`src/rtl/capture_pkg.sv`:
```
// capture_pkg: shared FSM states, opcodes and abort byte for capture_ctrl.
// The STATUS state exists only when CAPTURE_CTRL_STATUS_EN is defined.
package capture_pkg;
`ifdef CAPTURE_CTRL_STATUS_EN
  typedef enum logic [2:0] {IDLE, CMD1, CAPTURE, DRAIN, STATUS} state_t;
`else
  typedef enum logic [2:0] {IDLE, CMD1, CAPTURE, DRAIN} state_t;
`endif
  localparam logic [1:0] OP_REG  = 2'b00;
  localparam logic [1:0] OP_ARM  = 2'b01;
  localparam logic [1:0] OP_NOP  = 2'b10;
  localparam logic [1:0] OP_STAT = 2'b11;
  localparam logic [7:0] ABORT_BYTE = 8'hFF;
endpackage

```
`src/rtl/capture_ctrl_tx_pacer.sv`:
```
// tx_pacer: guarded one-byte-at-a-time handshake to the UART transmitter.
module tx_pacer (
  input  logic       clk,
  input  logic       rst,
  input  logic       req,
  input  logic       busy,
  input  logic       pop_en,
  input  logic [7:0] din,
  output logic       guard,
  output logic       tx_start,
  output logic       fifo_rd,
  output logic [7:0] tx_dat
);
  logic       fire, guard_d, tx_start_d, fifo_rd_d;
  logic [7:0] tx_dat_d;
  // guard masks the cycle between tx_start and tx_busy rising
  always_comb begin
    fire       = req && !busy && !guard;
    guard_d    = fire;
    tx_start_d = fire;
    fifo_rd_d  = fire && pop_en;
    tx_dat_d   = fire ? din : tx_dat;
  end
  always_ff @(posedge clk) begin
    if (!rst) begin
      guard    <= 1'b0;
      tx_start <= 1'b0;
      fifo_rd  <= 1'b0;
      tx_dat   <= 8'h00;
    end else begin
      guard    <= guard_d;
      tx_start <= tx_start_d;
      fifo_rd  <= fifo_rd_d;
      tx_dat   <= tx_dat_d;
    end
  end
endmodule

```
`src/rtl/capture_ctrl.sv`:
```
// capture_ctrl: UART-commanded sample capture, drain and register write controller.
// Define CAPTURE_CTRL_STATUS_EN to add the STATUS query (opcode 11).
module capture_ctrl
  import capture_pkg::*;
#(
  parameter int TIMEOUT_CYC = 480000,
  parameter int LEN_MAX     = 256
) (
  input  logic       clk,
  input  logic       rst,
  input  logic       rx_stb,
  input  logic [7:0] rx_dat,
  input  logic       sample_stb,
  input  logic       fifo_empty,
  input  logic       fifo_full,
  input  logic [7:0] fifo_dout,
  input  logic       tx_busy,
  output logic       cap_en,
  output logic       fifo_rd,
  output logic       fifo_clr,
  output logic       tx_start,
  output logic [7:0] tx_dat,
  output logic       reg_we,
  output logic [3:0] reg_addr,
  output logic [7:0] reg_wdata,
  output logic       overflow
);
  localparam int TW = $clog2(TIMEOUT_CYC + 1);
  localparam int LW = $clog2(LEN_MAX + 1);
  state_t          state_q, state_d;
  logic [5:0]      cmd_q, cmd_d;
  logic            reg_we_q, reg_we_d, overflow_q, overflow_d;
  logic [3:0]      reg_addr_q, reg_addr_d;
  logic [7:0]      reg_wdata_q, reg_wdata_d;
  logic [TW-1:0]   tmo_q, tmo_d;
  logic [LW-1:0]   len_q, len_d, cnt_q, cnt_d;
  logic            abort, clr, last, req, guard;
  logic [7:0]      tx_din;
`ifdef CAPTURE_CTRL_STATUS_EN
  logic            sent_q, sent_d;
  assign tx_din = state_q == STATUS ? {1'b1, overflow_q, 1'b0, fifo_full, fifo_empty, 3'b000} : fifo_dout;
  assign req    = rst && !abort && (state_q == DRAIN ? !fifo_empty : state_q == STATUS && !sent_q && !tx_start);
`else
  assign tx_din = fifo_dout;
  assign req    = rst && !abort && state_q == DRAIN && !fifo_empty;
`endif
  // CMD1 takes 0xFF as data; everywhere else it aborts
  assign abort     = rx_stb && rx_dat == ABORT_BYTE && state_q != CMD1;
  assign cap_en    = rst && state_q == CAPTURE && !abort;
  assign fifo_clr  = rst && clr;
  assign reg_we    = reg_we_q;
  assign reg_addr  = reg_addr_q;
  assign reg_wdata = reg_wdata_q;
  assign overflow  = overflow_q;
  always_comb begin
    state_d     = state_q;
    cmd_d       = cmd_q;
    reg_we_d    = 1'b0;
    reg_addr_d  = reg_addr_q;
    reg_wdata_d = reg_wdata_q;
    overflow_d  = overflow_q;
    tmo_d       = tmo_q;
    len_d       = len_q;
    cnt_d       = cnt_q;
    clr         = 1'b0;
    last        = sample_stb && cnt_q + LW'(1) == len_q;
`ifdef CAPTURE_CTRL_STATUS_EN
    sent_d      = sent_q || tx_start;
`endif
    case (state_q)
      IDLE: if (rx_stb) begin
        cmd_d   = {rx_dat[7:6], rx_dat[3:0]};
        tmo_d   = '0;
        state_d = CMD1;
      end
      CMD1: if (rx_stb) begin
        state_d = IDLE;
        case (cmd_q[5:4])
          OP_REG: begin
            reg_we_d    = 1'b1;
            reg_addr_d  = cmd_q[3:0];
            reg_wdata_d = rx_dat;
          end
          OP_ARM: begin
            clr        = 1'b1;
            overflow_d = 1'b0;
            len_d      = LW'(rx_dat) + LW'(1);
            cnt_d      = '0;
            state_d    = CAPTURE;
          end
`ifdef CAPTURE_CTRL_STATUS_EN
          OP_STAT: begin
            sent_d  = 1'b0;
            state_d = STATUS;
          end
`endif
          default: ;
        endcase
      end else if (tmo_q == TW'(TIMEOUT_CYC - 1)) begin
        state_d = IDLE;
      end else begin
        tmo_d = tmo_q + TW'(1);
      end
      CAPTURE: begin
        cnt_d = sample_stb ? cnt_q + LW'(1) : cnt_q;
        // reaching the length wins over a simultaneous fifo_full
        state_d    = last || fifo_full ? DRAIN : CAPTURE;
        overflow_d = overflow_q || (fifo_full && !last);
      end
      DRAIN: state_d = fifo_empty && !tx_busy && !guard ? IDLE : DRAIN;
`ifdef CAPTURE_CTRL_STATUS_EN
      STATUS: state_d = sent_q && !tx_busy && !guard ? IDLE : STATUS;
`endif
      default: state_d = IDLE;
    endcase
    if (abort) begin
      clr     = 1'b1;
      state_d = IDLE;
    end
  end
  always_ff @(posedge clk) begin
    if (!rst) begin
      state_q     <= IDLE;
      cmd_q       <= '0;
      reg_we_q    <= 1'b0;
      reg_addr_q  <= '0;
      reg_wdata_q <= '0;
      overflow_q  <= 1'b0;
      tmo_q       <= '0;
      len_q       <= '0;
      cnt_q       <= '0;
`ifdef CAPTURE_CTRL_STATUS_EN
      sent_q      <= 1'b0;
`endif
    end else begin
      state_q     <= state_d;
      cmd_q       <= cmd_d;
      reg_we_q    <= reg_we_d;
      reg_addr_q  <= reg_addr_d;
      reg_wdata_q <= reg_wdata_d;
      overflow_q  <= overflow_d;
      tmo_q       <= tmo_d;
      len_q       <= len_d;
      cnt_q       <= cnt_d;
`ifdef CAPTURE_CTRL_STATUS_EN
      sent_q      <= sent_d;
`endif
    end
  end
  tx_pacer u_pacer (
    .clk      (clk),
    .rst      (rst),
    .req      (req),
    .busy     (tx_busy),
    .pop_en   (state_q == DRAIN),
    .din      (tx_din),
    .guard    (guard),
    .tx_start (tx_start),
    .fifo_rd  (fifo_rd),
    .tx_dat   (tx_dat)
  );
endmodule

```
`config.mk`:
```
export PLATFORM = sky130hd
export DESIGN_NAME = capture_ctrl
export DESIGN_NICKNAME = d
export VERILOG_FILES = /design/src/rtl/capture_pkg.sv /design/src/rtl/capture_ctrl_tx_pacer.sv /design/src/rtl/capture_ctrl.sv
export SDC_FILE = /design/constraint.sdc
export NUM_CORES = 1
export LEC_CHECK = 0
export BUFFER_PORTS_ARGS = -buffer_cell sky130_fd_sc_hd__buf_2
export CAP_MARGIN = 20
export CORE_ASPECT_RATIO = 1.5
export CORE_MARGIN = 5
export CORE_UTILIZATION = 40
export DETAILED_ROUTE_END_ITERATION = 6
export GPL_TIMING_DRIVEN = 0
export SYNTH_ARGS = -nofsm -noshare
export SYNTH_HDL_FRONTEND = slang
export SYNTH_HIERARCHICAL = 1
export SYNTH_SLANG_ARGS = --single-unit
```
`constraint.sdc`:
```
create_clock -name clk -period 5.5 [get_ports clk]
set_input_delay 0.55 -clock clk [delete_from_list [all_inputs] [get_ports clk]]
set_output_delay 0.55 -clock clk [all_outputs]
set_load 0.005 [all_outputs]
```
# Word-level counts from Yosys, hierarchy flattened
# Cells that the tools add are included.
[word_totals]
input_bits = 23
ram_bits = 0
n_memories = 0
out_inout_bits = 26
wordCells = 89
romBits = 0
register_bits = 70
latch_bits = 0
[op_classes]
n_reduce_logical = 35
n_eq_ne = 15
addsub = 3
n_lt_le_gt_ge = 0
multipliers = 0
div_mod_pow = 0
bitwise = 1
muxes = 23
shift = 0
[op_table]
columns = ["cell", "n"]
rows = [
  ["two-way mux 19 bit", 3],
  ["one-hot mux 19 bit (2 select lines)", 1],
  ["two-way mux 9 bit", 3],
  ["adder 19 x 1 -> 19 bit, second input constant", 1],
  ["== test 19 bit, second input constant", 1],
  ["one-hot mux 9 bit (2 select lines)", 1],
  ["logical AND 1 bit", 15],
  ["one-hot mux 3 bit (4 select lines)", 1],
  ["AND reduction 3 bit", 4],
  ["inequality test 2 bit, second input constant", 5],
  ["adder 8 x 1 -> 9 bit, second input constant", 1],
  ["adder 9 x 1 -> 9 bit, second input constant", 1],
  ["== test 9 bit", 1],
  ["two-way mux 3 bit", 3],
  ["== test 8 bit, second input constant", 1],
  ["two-way mux 1 bit", 8],
  ["AND reduction 4 bit", 2],
  ["== test 3 x 2 -> 1 bit, second input constant", 2],
  ["zero test 1 bit", 5],
  ["two-way mux 2 bit", 2],
  ["AND reduction 2 bit", 2],
  ["nonzero test 2 bit", 2],
  ["== test 3 x 1 -> 1 bit, second input constant", 1],
  ["zero test 3 bit", 1],
  ["9 further kinds", 10],
]

# Depth between registers and ports, before layout
# Gate-level depths: netlist (run 1).
[depth]
ltp_word = 10
ltp_mapped = 9
depth_no_buf = 8

# Cells and area by module
# Netlist (run 1), hierarchy kept.
[modules_own_cells]
columns = ["mod", "seq_area_each_um2", "area_per_inst_um2", "instances", "cells_per_inst"]
rows = [
  ["capture_ctrl", 1181.1, 2915.3, 1, 353],
  ["tx_pacer", 200.2, 400.4, 1, 41],
]

# Worst setup path after synthesis (run 1)
# Ideal clock, no wire load.
[synth_timing]
path_type = "input port to flip-flop"
start = "input rx_stb"
end = "register tmo_q[17]"
t_required_ps = 5428
setup_time_ps = 72
arrival_time_ps = 2009
stages = 7
slack_ps = 3420
path_cell_list = "clkbuf_1 -> nor2b_1 -> o21ai_4 -> a21o_2 -> buf_6 -> or4_1 -> a21oi_1"
[synth_via]
elab_chain_len = 2
word_cells_on_any_way = 3
classes_between = "eq/ne (2); reduce/logical (1)"
[synth_rtl]
columns = ["element", "line_no", "source"]
rows = [
  ["from (decl)", "capture_ctrl.sv:11", "input logic rx_stb,"],
  ["inequality test 2 bit (no source line)", "-", ""],
  ["AND reduction 4 bit (no source line) (*)", "-", ""],
  ["to (signal assigned)", "capture_ctrl.sv:142", "tmo_q <= tmo_d;"],
  ["to (decl)", "capture_ctrl.sv:35", "logic [TW-1:0] tmo_q, tmo_d;"],
]
# Every way passes the cells marked *; elsewhere a longest branch is shown, timed or not.
# A chain may end at the register's enable or synchronous reset.

# Final worst setup path (run 1)
[layout_timing]
start = "register state_q[0]"
end = "output fifo_clr"
[layout_via]
elab_chain_len = 4
word_cells_on_any_way = 6
classes_between = "eq/ne (2); mux (2); reduce/logical (2)"
[layout_rtl]
columns = ["element", "line_no", "source"]
rows = [
  ["from (decl)", "capture_ctrl.sv:30", "state_t state_q, state_d;"],
  ["from (signal assigned)", "capture_ctrl.sv:136", "state_q <= state_d;"],
  ["== test 3 x 1 -> 1 bit / inequality test 3 x 1 -> 1 bit (equally long branches)", "capture_ctrl.sv:70, capture_ctrl.sv:48", ""],
  ["two-way mux 1 bit / logical AND 1 bit (equally long branches)", "capture_ctrl.sv:70, capture_ctrl.sv:48", ""],
  ["two-way mux 1 bit (*)", "capture_ctrl.sv:116", "if (abort) begin"],
  ["logical AND 1 bit (*)", "capture_ctrl.sv:50", "assign fifo_clr = rst && clr;"],
  ["to (decl)", "capture_ctrl.sv:20", "output logic fifo_clr,"],
]
# Marks and branches as above.

==> summary.txt, run 1 <==
pin count of the biggest net entering global routing -> 12
gpl congestion -> 0.846
CTS max path bufs -> 2
Tightest Pin Transition -> 0.582 ns
synthesized instance count -> 394
pwr dens -> 285 nW/um2
Syn Area/Cell -> 8.42 um2
nets@finish -> 477
syn nets -> 420
storage element area -> 1380 um2
DR vias/cell -> 5.13
cell leakage power -> 1.51 nW
setup TNS -> 0 ns
Rows -> 40
Tot GR Track Use -> 15.8%
dpl hpwl -> 5.68 mm
Yosys cell types -> 49
area grow syn2layout -> 19.4%
vias in the first global route -> 2,873
worst path cell trace -> clkbuf_1 -> nor2b_1 -> nand3_1 -> a21oi_1 -> buf_2
GRT overflow -> 0
Rel. slew slack -> 60.9%
Setup Crit Path Kind -> flip-flop to output port
worst slack at placement -> 3.21 ns
Die Wd -> 84.3 um
antenna violations before repair -> 0
post-synthesis sequential area ratio -> 41.7%
worst-path maximum fanout -> 10
Worst-path clk slew -> 0.05 ns
Routed Antenna Nets -> 0
TritonCTS clock tree -> done
Max Clk Rate -> 0.388 GHz
Worst-Skew Late Latency -> 0.32 ns
Post-Place Cells -> 545
Setup crit end kind -> output port
Mapped Area -> 3320 um2
RSZ-0062 raised after global routing -> no
clock root buffer -> clkbuf_16
drt first pass iters -> 4
Hold Path Class -> flip-flop to flip-flop
via count -> 2,872
FFs w/ async S/R, synth -> 0%
Worst Hold Depth -> 2
CP peak stage delay -> 0.37 ns
final worst slack -> 2.92 ns
FILL cells -> 788
Iter 0 DRT Violations -> 99
Post-CTS Setup Inserts -> 0
Avg WL per Cell -> 13.4 um
Critical R2R Capture -> len_q[6]$_SDFFE_PN0P_
hold-fix buffer count after cts -> 0
Post-synth EDFFs -> 0
IO Pins -> 49
CP arrival -> 2.03 ns
Yosys warnings -> 6
post-layout minimum cycle time -> 2.58 ns
Req. time, crit path -> 4.95 ns
DIE AREA -> 10,200 um2
cell family with most CP delay -> simple AND/OR/NAND/NOR gates
htree depth -> 3
# DRC -> 0
critical path launch point -> state_q[0]$_SDFFE_PP0P_
R2R depth -> 7
CP max-delay cell -> nor2b_1
# port buffers -> 46
WP buf/inv -> 2
wire length of the first global-routing pass -> 13.2 mm
top cell type's share of synthesized area -> 41.7%
post-synth top area cell -> dfxtp_1
clock sinks -> 69
Die Y -> 122 um
Synth area leaders -> dfxtp_1, nand2_1, mux2i_1
Worst VDD drop -> 0.189 mV
antenna cell count -> 0
status -> completed
cts repair resizes -> 0
share of layout cells above drive strength 1 -> 16.3%
reg2reg setup slack -> 3.30 ns
Final Setup Violations -> 0
worst r2r src -> state_q[0]$_SDFFE_PP0P_
Post-Layout Cell Count -> 560
Final Cycle Share -> 46.8%
max-cap violations -> 0
end of the critical path -> fifo_clr
TritonCTS buffer count -> 9
Slew Limit Fails -> 0
stages on the worst setup path -> 5
Top FF cell, synth -> dfxtp_1
Final Hold Slack -> 0.457 ns
Yosys reg bits -> 69
final hold vios -> 0
final clock skew -> 0.00481 ns
initial core utilization -> 41.1%
final wirelength -> 7.49 mm
CP Launch Type -> flip-flop
Multi-input gate area -> 1810 um2
core area -> 8060 um2
[where the power goes]
group / switching, mW / total [mW] / internal [mW]
registers: 0.00437 / 0.512 / 0.508
logic: 0.0426 / 0.0683 / 0.0257
clock network: 0.203 / 0.546 / 0.344
total: 0.250 / 1.13 / 0.877
[final cells by class]
type	count	share of cell area, %
multi-input cells	300	45.8
flip-flops and latches	69	34.9
repair buffers	46	5.82
plain buffers	21	2.69
inverters	4	0.379
well taps	105	3.32
clock inverters	6	1.39
clock buffers	9	5.69
[cell usage after synthesis (all sizes together), types with 4 or more instances]
cell	n
a211oi	5
a21boi	5
a21oi	22
and2	7
and3	10
buf	6
clkbuf	15
dfxtp	69
mux2i	20
nand2	55
nand2b	4
nand3	17
nand4	5
nor2	40
nor2b	11
nor3	8
nor4	4
o21ai	21
or3	7
xnor2	20
xor2	11
[per-layer routing]
layer / wire length, um / part of all wire, % / track usage, % / vias up
li1: - / - / - / 1477
met4: 189 / 2.5 / 6.73 / 0
met2: 3650 / 49 / 27.6 / 52
met1: 3370 / 45 / 18.4 / 1329
met3: 291 / 3.9 / 3.67 / 14
met5: 0 / 0 / 0 / -
[worst min-delay path, stage by stage, from the launching register on]
cell     delay, ns
dfxtp_1       0.30
nand2_1       0.05
mux2i_1       0.06
[worst min-delay path by stage]
stage / slack [ns] / endpoint / start
after global routing: 0.47 / u_pacer/tx_dat[6]$_SDFFE_PN0P_ / u_pacer/tx_dat[6]$_SDFFE_PN0P_
after CTS: 0.46 / u_pacer/tx_dat[5]$_SDFFE_PN0P_ / u_pacer/tx_dat[5]$_SDFFE_PN0P_
after floorplan: 0.45 / len_q[1]$_SDFFE_PN0P_ / len_q[1]$_SDFFE_PN0P_
final: 0.46 / u_pacer/tx_dat[4]$_SDFFE_PN0P_ / u_pacer/tx_dat[4]$_SDFFE_PN0P_
after global placement: 0.44 / u_pacer/tx_dat[3]$_SDFFE_PN0P_ / u_pacer/tx_dat[3]$_SDFFE_PN0P_
after detailed placement: 0.45 / u_pacer/tx_dat[5]$_SDFFE_PN0P_ / u_pacer/tx_dat[5]$_SDFFE_PN0P_
[cells in the final DEF (no fill, tap or decap), drive strengths merged, types with 2 or more instances in the layout]
cell type / instances
nand4: 5
o31ai: 2
clkinv: 6
nand2b: 4
mux2i: 20
o21ai: 21
dfxtp: 69
nor2b: 11
a31oi: 3
and2: 7
clkbuf: 24
a21oi: 22
nand3: 17
or4: 3
o211ai: 2
or3: 7
nor3: 8
nor4: 4
a211oi: 5
a21boi: 5
nor3b: 3
xnor2: 20
ha: 3
o211a: 2
and3: 10
buf: 52
nor2: 40
nand2: 55
xor2: 11
inv: 3
[logic make-up (layout without fill, tap and decap cells)]
family	count (synthesis)	count (layout)	share of synthesized area [%]
AO/OA/AOI/OAI	66	66	12.3
XOR/XNOR	31	31	8.19
adder cells (fa/ha/maj)	3	3	1.13
buffers and inverters	25	86	3.66
flip-flops	69	69	41.7
multiplexers	21	21	6.38
AND/OR/NAND/NOR	179	179	26.7
[metrics by stage]
stage / power (mW) / cell area, um2 / utilization, %
floorplan: 0.565 / 3320 / -
global placement: 0.591 / 3680 / 45.6
finish: 1.13 / 3960 / 49.1
global route: 1.17 / 3960 / 49.1
CTS: 1.14 / 3960 / 49.1
detailed placement: 0.592 / 3680 / 45.6
[flip-flops by register name (all words and copies together) (netlist names)]
signal / count
cmd_q: 6
cnt_q: 9
len_q: 9
overflow: 1
reg_addr: 4
reg_wdata: 8
reg_we: 1
state_q: 2
tmo_q: 19
u_pacer/fifo_rd: 1
u_pacer/tx_dat: 8
u_pacer/tx_start: 1
(Power assumes the default switching activity.)
==> run 2: changes to the inputs <==
--- a/config.mk
+++ b/config.mk
@@ -5,6 +5,7 @@
 export SDC_FILE = /design/constraint.sdc
 export NUM_CORES = 1
 export LEC_CHECK = 0
+export ABC_AREA = 1
 export BUFFER_PORTS_ARGS = -buffer_cell sky130_fd_sc_hd__buf_2
 export CAP_MARGIN = 20
 export CORE_ASPECT_RATIO = 1.5
==> constraint.sdc (replaced) <==
create_clock -name clk -period 2.6 [get_ports clk]
set_input_delay 0.26 -clock clk [delete_from_list [all_inputs] [get_ports clk]]
set_output_delay 0.26 -clock clk [all_outputs]
set_load 0.005 [all_outputs]
==> run 2 against run 1 <==
Against the previous run:
- die area rose by 6.8%
- sequential cell count did not move
- combinational power grew to 3.7 times the previous value
- cell count increased by 22%
- sequential power rose by 120%
- clock-buffer cell count stayed put
- via count increased by 18%
- critical path type unchanged
- critical endpoint unchanged
- largest cell class unchanged
==> summary.txt, run 2 <==
final clock skew -> 0.00360 ns (was 0.00481 ns)
FFs w/ async S/R, synth -> 0% (unchanged)
Post-Place Cells -> 669 (was 545)
via count -> 3,375 (was 2,872)
Iter 0 DRT Violations -> 243 (was 99)
gpl congestion -> 0.933 (was 0.846)
Worst-Skew Late Latency -> 0.34 ns (was 0.32 ns)
Routed Antenna Nets -> 0 (unchanged)
sw frac -> 24.9% (was 22.1%)
clock root buffer -> clkbuf_16 (unchanged)
Rows -> 42 (was 40)
Synth area leaders -> dfxtp_1, nand2_1, nor2_1 (was dfxtp_1, nand2_1, mux2i_1)
clock sinks -> 69 (unchanged)
GRT overflow -> 0 (unchanged)
max-cap violations -> 0 (unchanged)
Hold Path Class -> input port to flip-flop (was flip-flop to flip-flop)
Yosys warnings -> 6 (unchanged)
htree depth -> 3 (unchanged)
syn nets -> 537 (was 420)
drt first pass iters -> 5 (was 4)
Post-Layout Cell Count -> 685 (was 560)
Slew Limit Fails -> 0 (unchanged)
vias in the first global route -> 3,193 (was 2,873)
Top FF cell, synth -> dfxtp_1 (unchanged)
max reg flops -> 19 (unchanged)
Avg WL per Cell -> 12.8 um (was 13.4 um)
commonest non-fill, non-tap cell in the layout -> nand2_1 (was dfxtp_1)
# DRC -> 0 (unchanged)
CP Launch Type -> flip-flop (unchanged)
Syn Area/Cell -> 6.98 um2 (was 8.42 um2)
cts repair resizes -> 0 (unchanged)
share of layout cells above drive strength 1 -> 17.6% (was 16.3%)
Mapped Area -> 3570 um2 (was 3320 um2)
Tot GR Track Use -> 16.8% (was 15.8%)
Post-synth EDFFs -> 0 (unchanged)
Post-synth top cells -> nand2_1, nor2_1, dfxtp_1 (was dfxtp_1, nand2_1, nor2_1)
Req. time, crit path -> 2.34 ns (was 4.95 ns)
biggest regs -> tmo_q: 19 flops, cnt_q: 9 flops, len_q: 9 flops (unchanged)
TritonCTS clock tree -> done (unchanged)
Setup crit end kind -> output port (unchanged)
top cell type's share of synthesized area -> 38.7% (was 41.7%)
post-synthesis sequential area ratio -> 38.7% (was 41.7%)
post-synth top area cell -> dfxtp_1 (unchanged)
# port buffers -> 48 (was 46)
Setup Crit Path Kind -> flip-flop to output port (unchanged)
Die Wd -> 87.1 um (was 84.3 um)
Worst VDD drop -> 0.462 mV (was 0.189 mV)
TritonCTS buffer count -> 9 (unchanged)
IO Pins -> 49 (unchanged)
commonest cells after routing, fill and taps aside -> nand2_1, nor2_1, dfxtp_1 (was dfxtp_1, nand2_1, buf_2)
Post-CTS Setup Inserts -> 0 (unchanged)
nets@finish -> 596 (was 477)
Yosys cell types -> 39 (was 49)
DR vias/cell -> 4.93 (was 5.13)
CTS max path bufs -> 2 (unchanged)
wire length of the first global-routing pass -> 14.9 mm (was 13.2 mm)
post-layout minimum cycle time -> 2.33 ns
setup TNS -> 0 ns (unchanged)
core area -> 8780 um2 (was 8060 um2)
P_sw -> 672 uW (was 250 uW)
DIE AREA -> 10,900 um2 (was 10,200 um2)
Max Clk Rate -> 0.430 GHz
dpl hpwl -> 6.71 mm (was 5.68 mm)
antenna cell count -> 0 (unchanged)
cell leakage power -> 1.89 nW (was 1.51 nW)
status -> completed (unchanged)
hold-fix buffer count after cts -> 0 (unchanged)
pin count of the biggest net entering global routing -> 14 (was 12)
synthesized instance count -> 511 (was 394)
Logic pwr share -> 9.4% (was 6.1%)
Die Y -> 126 um (was 122 um)
RSZ-0062 raised after global routing -> no (unchanged)
Final Cycle Share -> 89.5%
Seq pwr share -> 41.6% (was 45.5%)
final hold vios -> 0 (unchanged)
Tightest Pin Transition -> 0.685 ns (was 0.582 ns)
antenna violations before repair -> 0 (unchanged)
Worst-path clk slew -> 0.06 ns (was 0.05 ns)
pwr dens -> 632 nW/um2 (was 285 nW/um2)
CP arrival -> 2.07 ns (was 2.03 ns)
Yosys reg bits -> 69 (unchanged)
initial core utilization -> 40.6% (was 41.1%)
final wirelength -> 8.74 mm (was 7.49 mm)
Final Setup Violations -> 0 (unchanged)
clock power share -> 49.0% (was 48.5%)
worst-path maximum fanout -> 10 (unchanged)
count leader, synth -> nand2_1 (was dfxtp_1)
Rel. slew slack -> 54.4% (was 60.9%)
Pint -> 2.03 mW (was 877 uW)
Top reg by flops -> tmo_q (unchanged)
area grow syn2layout -> 19.7% (was 19.4%)
## run 2: changes by cell type after synthesis, moves of 11 or more
cell     previous run  this run
a21oi_1            21        33
inv_1               3        62
mux2i_1            20         0
nand2_1            55       116
nand3_1            17        30
nor2_1             40        74
nor2b_1            11         0
xnor2_1            20         1
## run 2: metal layers
layer | vias to the layer above | global-route usage, % | part of all wire [%] | routed length (um)
met2 | 80 | 29.3 | 51 | 4440
met1 | 1505 | 20.0 | 43 | 3730
met5 | - | 0 | 0 | 0
li1 | 1777 | - | - | -
met3 | 13 | 3.66 | 4.6 | 399
met4 | 0 | 6.05 | 1.9 | 162
## run 2: worst paths after layout
| check | slack (ns) | start | cells after the start | endpoint |
|---|---|---|---|---|
| min reg2reg | 0.49 | len_q[8]$_SDFFE_PN0P_ | 2 | len_q[8]$_SDFFE_PN0P_ |
| max reg2reg | 0.57 | tmo_q[0]$_SDFFE_PN0P_ | 11 | tmo_q[10]$_SDFFE_PN0P_ |
| max | 0.27 | state_q[0]$_SDFFE_PP0P_ | 8 | fifo_clr |
| min | 0.14 | fifo_dout[2] | 3 | u_pacer/tx_dat[2]$_SDFFE_PN0P_ |
## run 2: kinds of logic after synthesis
kind of cell	synth area share, %
AO/OA/AOI/OAI	13.1
XOR/XNOR	3.93
adder cells (fa/ha/maj)	1.05
buffers and inverters	9.75
flip-flops	38.7
AND/OR/NAND/NOR	33.4
## run 2: through the flow
stage / instance area, um2 / power, mW / worst slack [ns] / hold slack [ns] / util (%)
6_report: 4270 / 2.70 / 0.274 / 0.144 / 48.6
5_1_grt: 4270 / 2.82 / 0.113 / 0.156 / 48.6
4_1_cts: 4270 / 2.74 / 0.243 / 0.138 / 48.6
3_5_place_dp: 3940 / 1.40 / 0.515 / 0.472 / 44.9
3_3_place_gp: 3940 / 1.40 / 0.525 / 0.464 / 44.9
2_1_floorplan: 3570 / 1.31 / 0.895 / 0.350 / -
## run 2: critical path, cell delays in order, from the launching register on
cell and delay (ns):
dfxtp_1 0.41, inv_2 0.06, nor2_4 0.23, inv_4 0.13, nor2_8 0.12, nand3_4 0.12, clkbuf_1 0.26, a21oi_1 0.24
buf_2 0.15
## run 2: final cells by class
class	count	area (um2)
timing repair buffer	48	240
clock inverter	7	98.8
sequential	69	1380
buffer	11	76.3
multi-input combinational	360	1840
clock buffer	9	225
tap	110	138
inverter	71	272
fill	875	4510
## run 2: power by group through the flow
stage | Sequential (mW) | Combinational (mW) | Clock (mW)
2_1_floorplan | 1.14 | 0.165 | 0
3_3_place_gp | 1.14 | 0.253 | 0
3_5_place_dp | 1.14 | 0.256 | 0
4_1_cts | 1.12 | 0.257 | 1.36
5_1_grt | 1.13 | 0.283 | 1.41
6_report | 1.12 | 0.253 | 1.32
==> run 3: changes to the inputs <==
--- a/config.mk
+++ b/config.mk
@@ -10,9 +10,10 @@
 export CAP_MARGIN = 20
 export CORE_ASPECT_RATIO = 1.5
 export CORE_MARGIN = 5
-export CORE_UTILIZATION = 40
+export CORE_UTILIZATION = 49
 export DETAILED_ROUTE_END_ITERATION = 6
 export GPL_TIMING_DRIVEN = 0
+export PLACE_DENSITY = 0.7
 export SYNTH_ARGS = -nofsm -noshare
 export SYNTH_HDL_FRONTEND = slang
 export SYNTH_HIERARCHICAL = 1
==> run 3 against run 2 <==
Against the previous run:
- cell area decreased by 3.2%
- hold slack got worse by 0.0078 ns
- utilization increased by 8.9 points
- critical path type unchanged
==> summary.txt, run 3 (synthesized netlist as in run 2, its figures left out) <==
worst r2r src -> tmo_q[0]$_SDFFE_PN0P_ (unchanged)
Post-Place Cells -> 659 (was 669)
clock sinks -> 69 (unchanged)
cts repair resizes -> 0 (unchanged)
gpl congestion -> 0.871 (was 0.933)
drt first pass iters -> 5 (unchanged)
max-cap violations -> 0 (unchanged)
Hold Path Class -> input port to flip-flop (unchanged)
CP max-delay cell -> dfxtp_1 (unchanged)
biggest regs -> tmo_q: 19 flops, cnt_q: 9 flops, len_q: 9 flops (unchanged)
post-layout minimum cycle time -> 2.22 ns (was 2.33 ns)
Die Y -> 114 um (was 126 um)
Iter 0 DRT Violations -> 203 (was 243)
# DRC -> 0 (unchanged)
final wirelength -> 8.30 mm (was 8.74 mm)
Rel. slew slack -> 54.8% (was 54.4%)
FILL cells -> 655 (was 875)
Most Crowded Layer GR -> met2 (unchanged)
Tightest Pin Transition -> 0.679 ns (was 0.685 ns)
Avg WL per Cell -> 12.3 um (was 12.8 um)
vias in the first global route -> 3,279 (was 3,193)
Worst-path clk slew -> 0.07 ns (was 0.06 ns)
TritonCTS buffer count -> 9 (unchanged)
pwr dens -> 547 nW/um2 (was 632 nW/um2)
pin count of the biggest net entering global routing -> 12 (was 14)
Slew Limit Fails -> 0 (unchanged)
Top reg by flops -> tmo_q (unchanged)
Critical R2R Capture -> tmo_q[18]$_SDFFE_PN0P_ (was tmo_q[10]$_SDFFE_PN0P_)
GRT overflow -> 0 (unchanged)
area grow syn2layout -> 15.8% (was 19.7%)
# port buffers -> 48 (unchanged)
Final Cycle Share -> 85.4% (was 89.5%)
Tot GR Track Use -> 19.8% (was 16.8%)
Setup crit end kind -> output port (unchanged)
Max Clk Rate -> 0.450 GHz (was 0.430 GHz)
Routed Antenna Nets -> 0 (unchanged)
antenna cell count -> 0 (unchanged)
dpl hpwl -> 6.36 mm (was 6.71 mm)
final clock skew -> 0.00705 ns (was 0.00360 ns)
final hold vios -> 0 (unchanged)
R2R depth -> 11 (unchanged)
CP Launch Type -> flip-flop (unchanged)
CTS max path bufs -> 2 (unchanged)
DIE AREA -> 9120 um2 (was 10,900 um2)
met3 GRT Util -> 4.57% (was 3.66%)
Final Setup Violations -> 0 (unchanged)
IO Pins -> 49 (unchanged)
via count -> 3,351 (was 3,375)
htree depth -> 3 (unchanged)
critical path launch point -> state_q[0]$_SDFFE_PP0P_ (unchanged)
met2 GRT Util -> 33.1% (was 29.3%)
Worst VDD drop -> 0.428 mV (was 0.462 mV)
nets@finish -> 596 (unchanged)
worst slack at placement -> 0.516 ns (was 0.515 ns)
Rows -> 38 (was 42)
wire length of the first global-routing pass -> 14.4 mm (was 14.9 mm)
Worst-Skew Late Latency -> 0.35 ns (was 0.34 ns)
Req. time, crit path -> 2.34 ns (about the same)
CP arrival -> 1.96 ns (was 2.07 ns)
end of the critical path -> fifo_clr (unchanged)
setup TNS -> 0 ns (unchanged)
commonest cells after routing, fill and taps aside -> nand2_1, nor2_1, dfxtp_1 (unchanged)
fin util -> 57.5% (was 48.6%)
commonest non-fill, non-tap cell in the layout -> nand2_1 (unchanged)
Die Wd -> 79.7 um (was 87.1 um)
antenna violations before repair -> 0 (unchanged)
status -> completed (unchanged)
CP peak stage delay -> 0.41 ns (about the same)
initial core utilization -> 49.7% (was 40.6%)
worst path cell trace -> inv_2 -> nor2_4 -> inv_4 -> nor2_8 -> nand3_4 -> clkbuf_1 -> a21oi_1 -> buf_2 (unchanged)
worst-path maximum fanout -> 10 (unchanged)
hold-fix buffer count after cts -> 0 (unchanged)
cell leakage power -> 1.83 nW (was 1.89 nW)
clock root buffer -> clkbuf_8 (was clkbuf_16)
DR vias/cell -> 4.97 (was 4.93)
Post-CTS Setup Inserts -> 0 (unchanged)
TritonCTS clock tree -> done (unchanged)
Finished Cell Area -> 4130 um2 (was 4270 um2)
Cell Area, Placed -> 3930 um2 (was 3940 um2)
share of layout cells above drive strength 1 -> 17.4% (was 17.6%)
Setup Crit Path Kind -> flip-flop to output port (unchanged)
Post-Layout Cell Count -> 674 (was 685)
final worst slack -> 0.380 ns (was 0.274 ns)
max reg flops -> 19 (unchanged)
RSZ-0062 raised after global routing -> no (unchanged)
met1 Usage GRT -> 23.7% (was 20.0%)
hold_sp -> fifo_dout[0] (was fifo_dout[2])
core area -> 7180 um2 (was 8780 um2)
reg2reg setup slack -> 0.55 ns (was 0.57 ns)
[run 3: cell count changes in the layout (fill, tap and decap cells not counted)]
cell	before	now
clkbuf_8	0	11
clkbuf_16	9	0
clkinv_4	2	0
bufinv_16	2	1
clkinv_2	1	2
inv_6	1	0
[run 3: worst min-delay path by stage]
stage,to,slack (ns),depth (start not counted)
final,u_pacer/tx_dat[0]$_SDFFE_PN0P_,0.14,3
after global routing,u_pacer/tx_dat[0]$_SDFFE_PN0P_,0.13,3
after floorplan,len_q[0]$_SDFFE_PN0P_,0.35,1
after detailed placement,len_q[1]$_SDFFE_PN0P_,0.46,2
after global placement,cnt_q[8]$_SDFFE_PN0P_,0.46,2
after CTS,u_pacer/tx_dat[0]$_SDFFE_PN0P_,0.12,3
[run 3: power by group]
| group | internal, mW | switching [mW] | leakage [nW] |
|---|---|---|---|
| combinational | 0.0870 | 0.165 | 1.17 |
| sequential | 1.09 | 0.0265 | 0.559 |
| clock | 0.487 | 0.401 | 0.101 |
[run 3: critical path, delay by kind of cell, from the launching register on]
family / cells / cell delay, ns
DFF: 1 / 0.41
AOI/OAI and AO/OA: 1 / 0.19
buffers and inverters: 4 / 0.58
and+or+nand+nor: 3 / 0.45
[run 3: per-layer routing]
metal	vias up	part of all wire (%)
met5	-	0
met4	0	1.4
met3	9	4.9
met2	77	48
met1	1502	45
li1	1763	-
[run 3: through the flow]
| stage | hold slack, ns | power [mW] |
|---|---|---|
| floorplan | 0.350 | 1.31 |
| global placement | 0.460 | 1.39 |
| detailed placement | 0.462 | 1.40 |
| CTS | 0.121 | 2.28 |
| global route | 0.130 | 2.35 |
| finish | 0.137 | 2.26 |
[run 3: area by class of cell]
| class | count | area [um2] | share of cell area [%] |
|---|---|---|---|
| Multi-Input combinational cell | 360 | 1840 | 44.5 |
| Timing Repair Buffer | 48 | 240 | 5.82 |
| Tap cell | 100 | 125 | 3.03 |
| Clock buffer | 11 | 151 | 3.67 |
| Clock inverter | 4 | 47.5 | 1.15 |
| Buffer | 11 | 76.3 | 1.85 |
| Sequential cell | 69 | 1380 | 33.4 |
| Inverter | 71 | 272 | 6.57 |
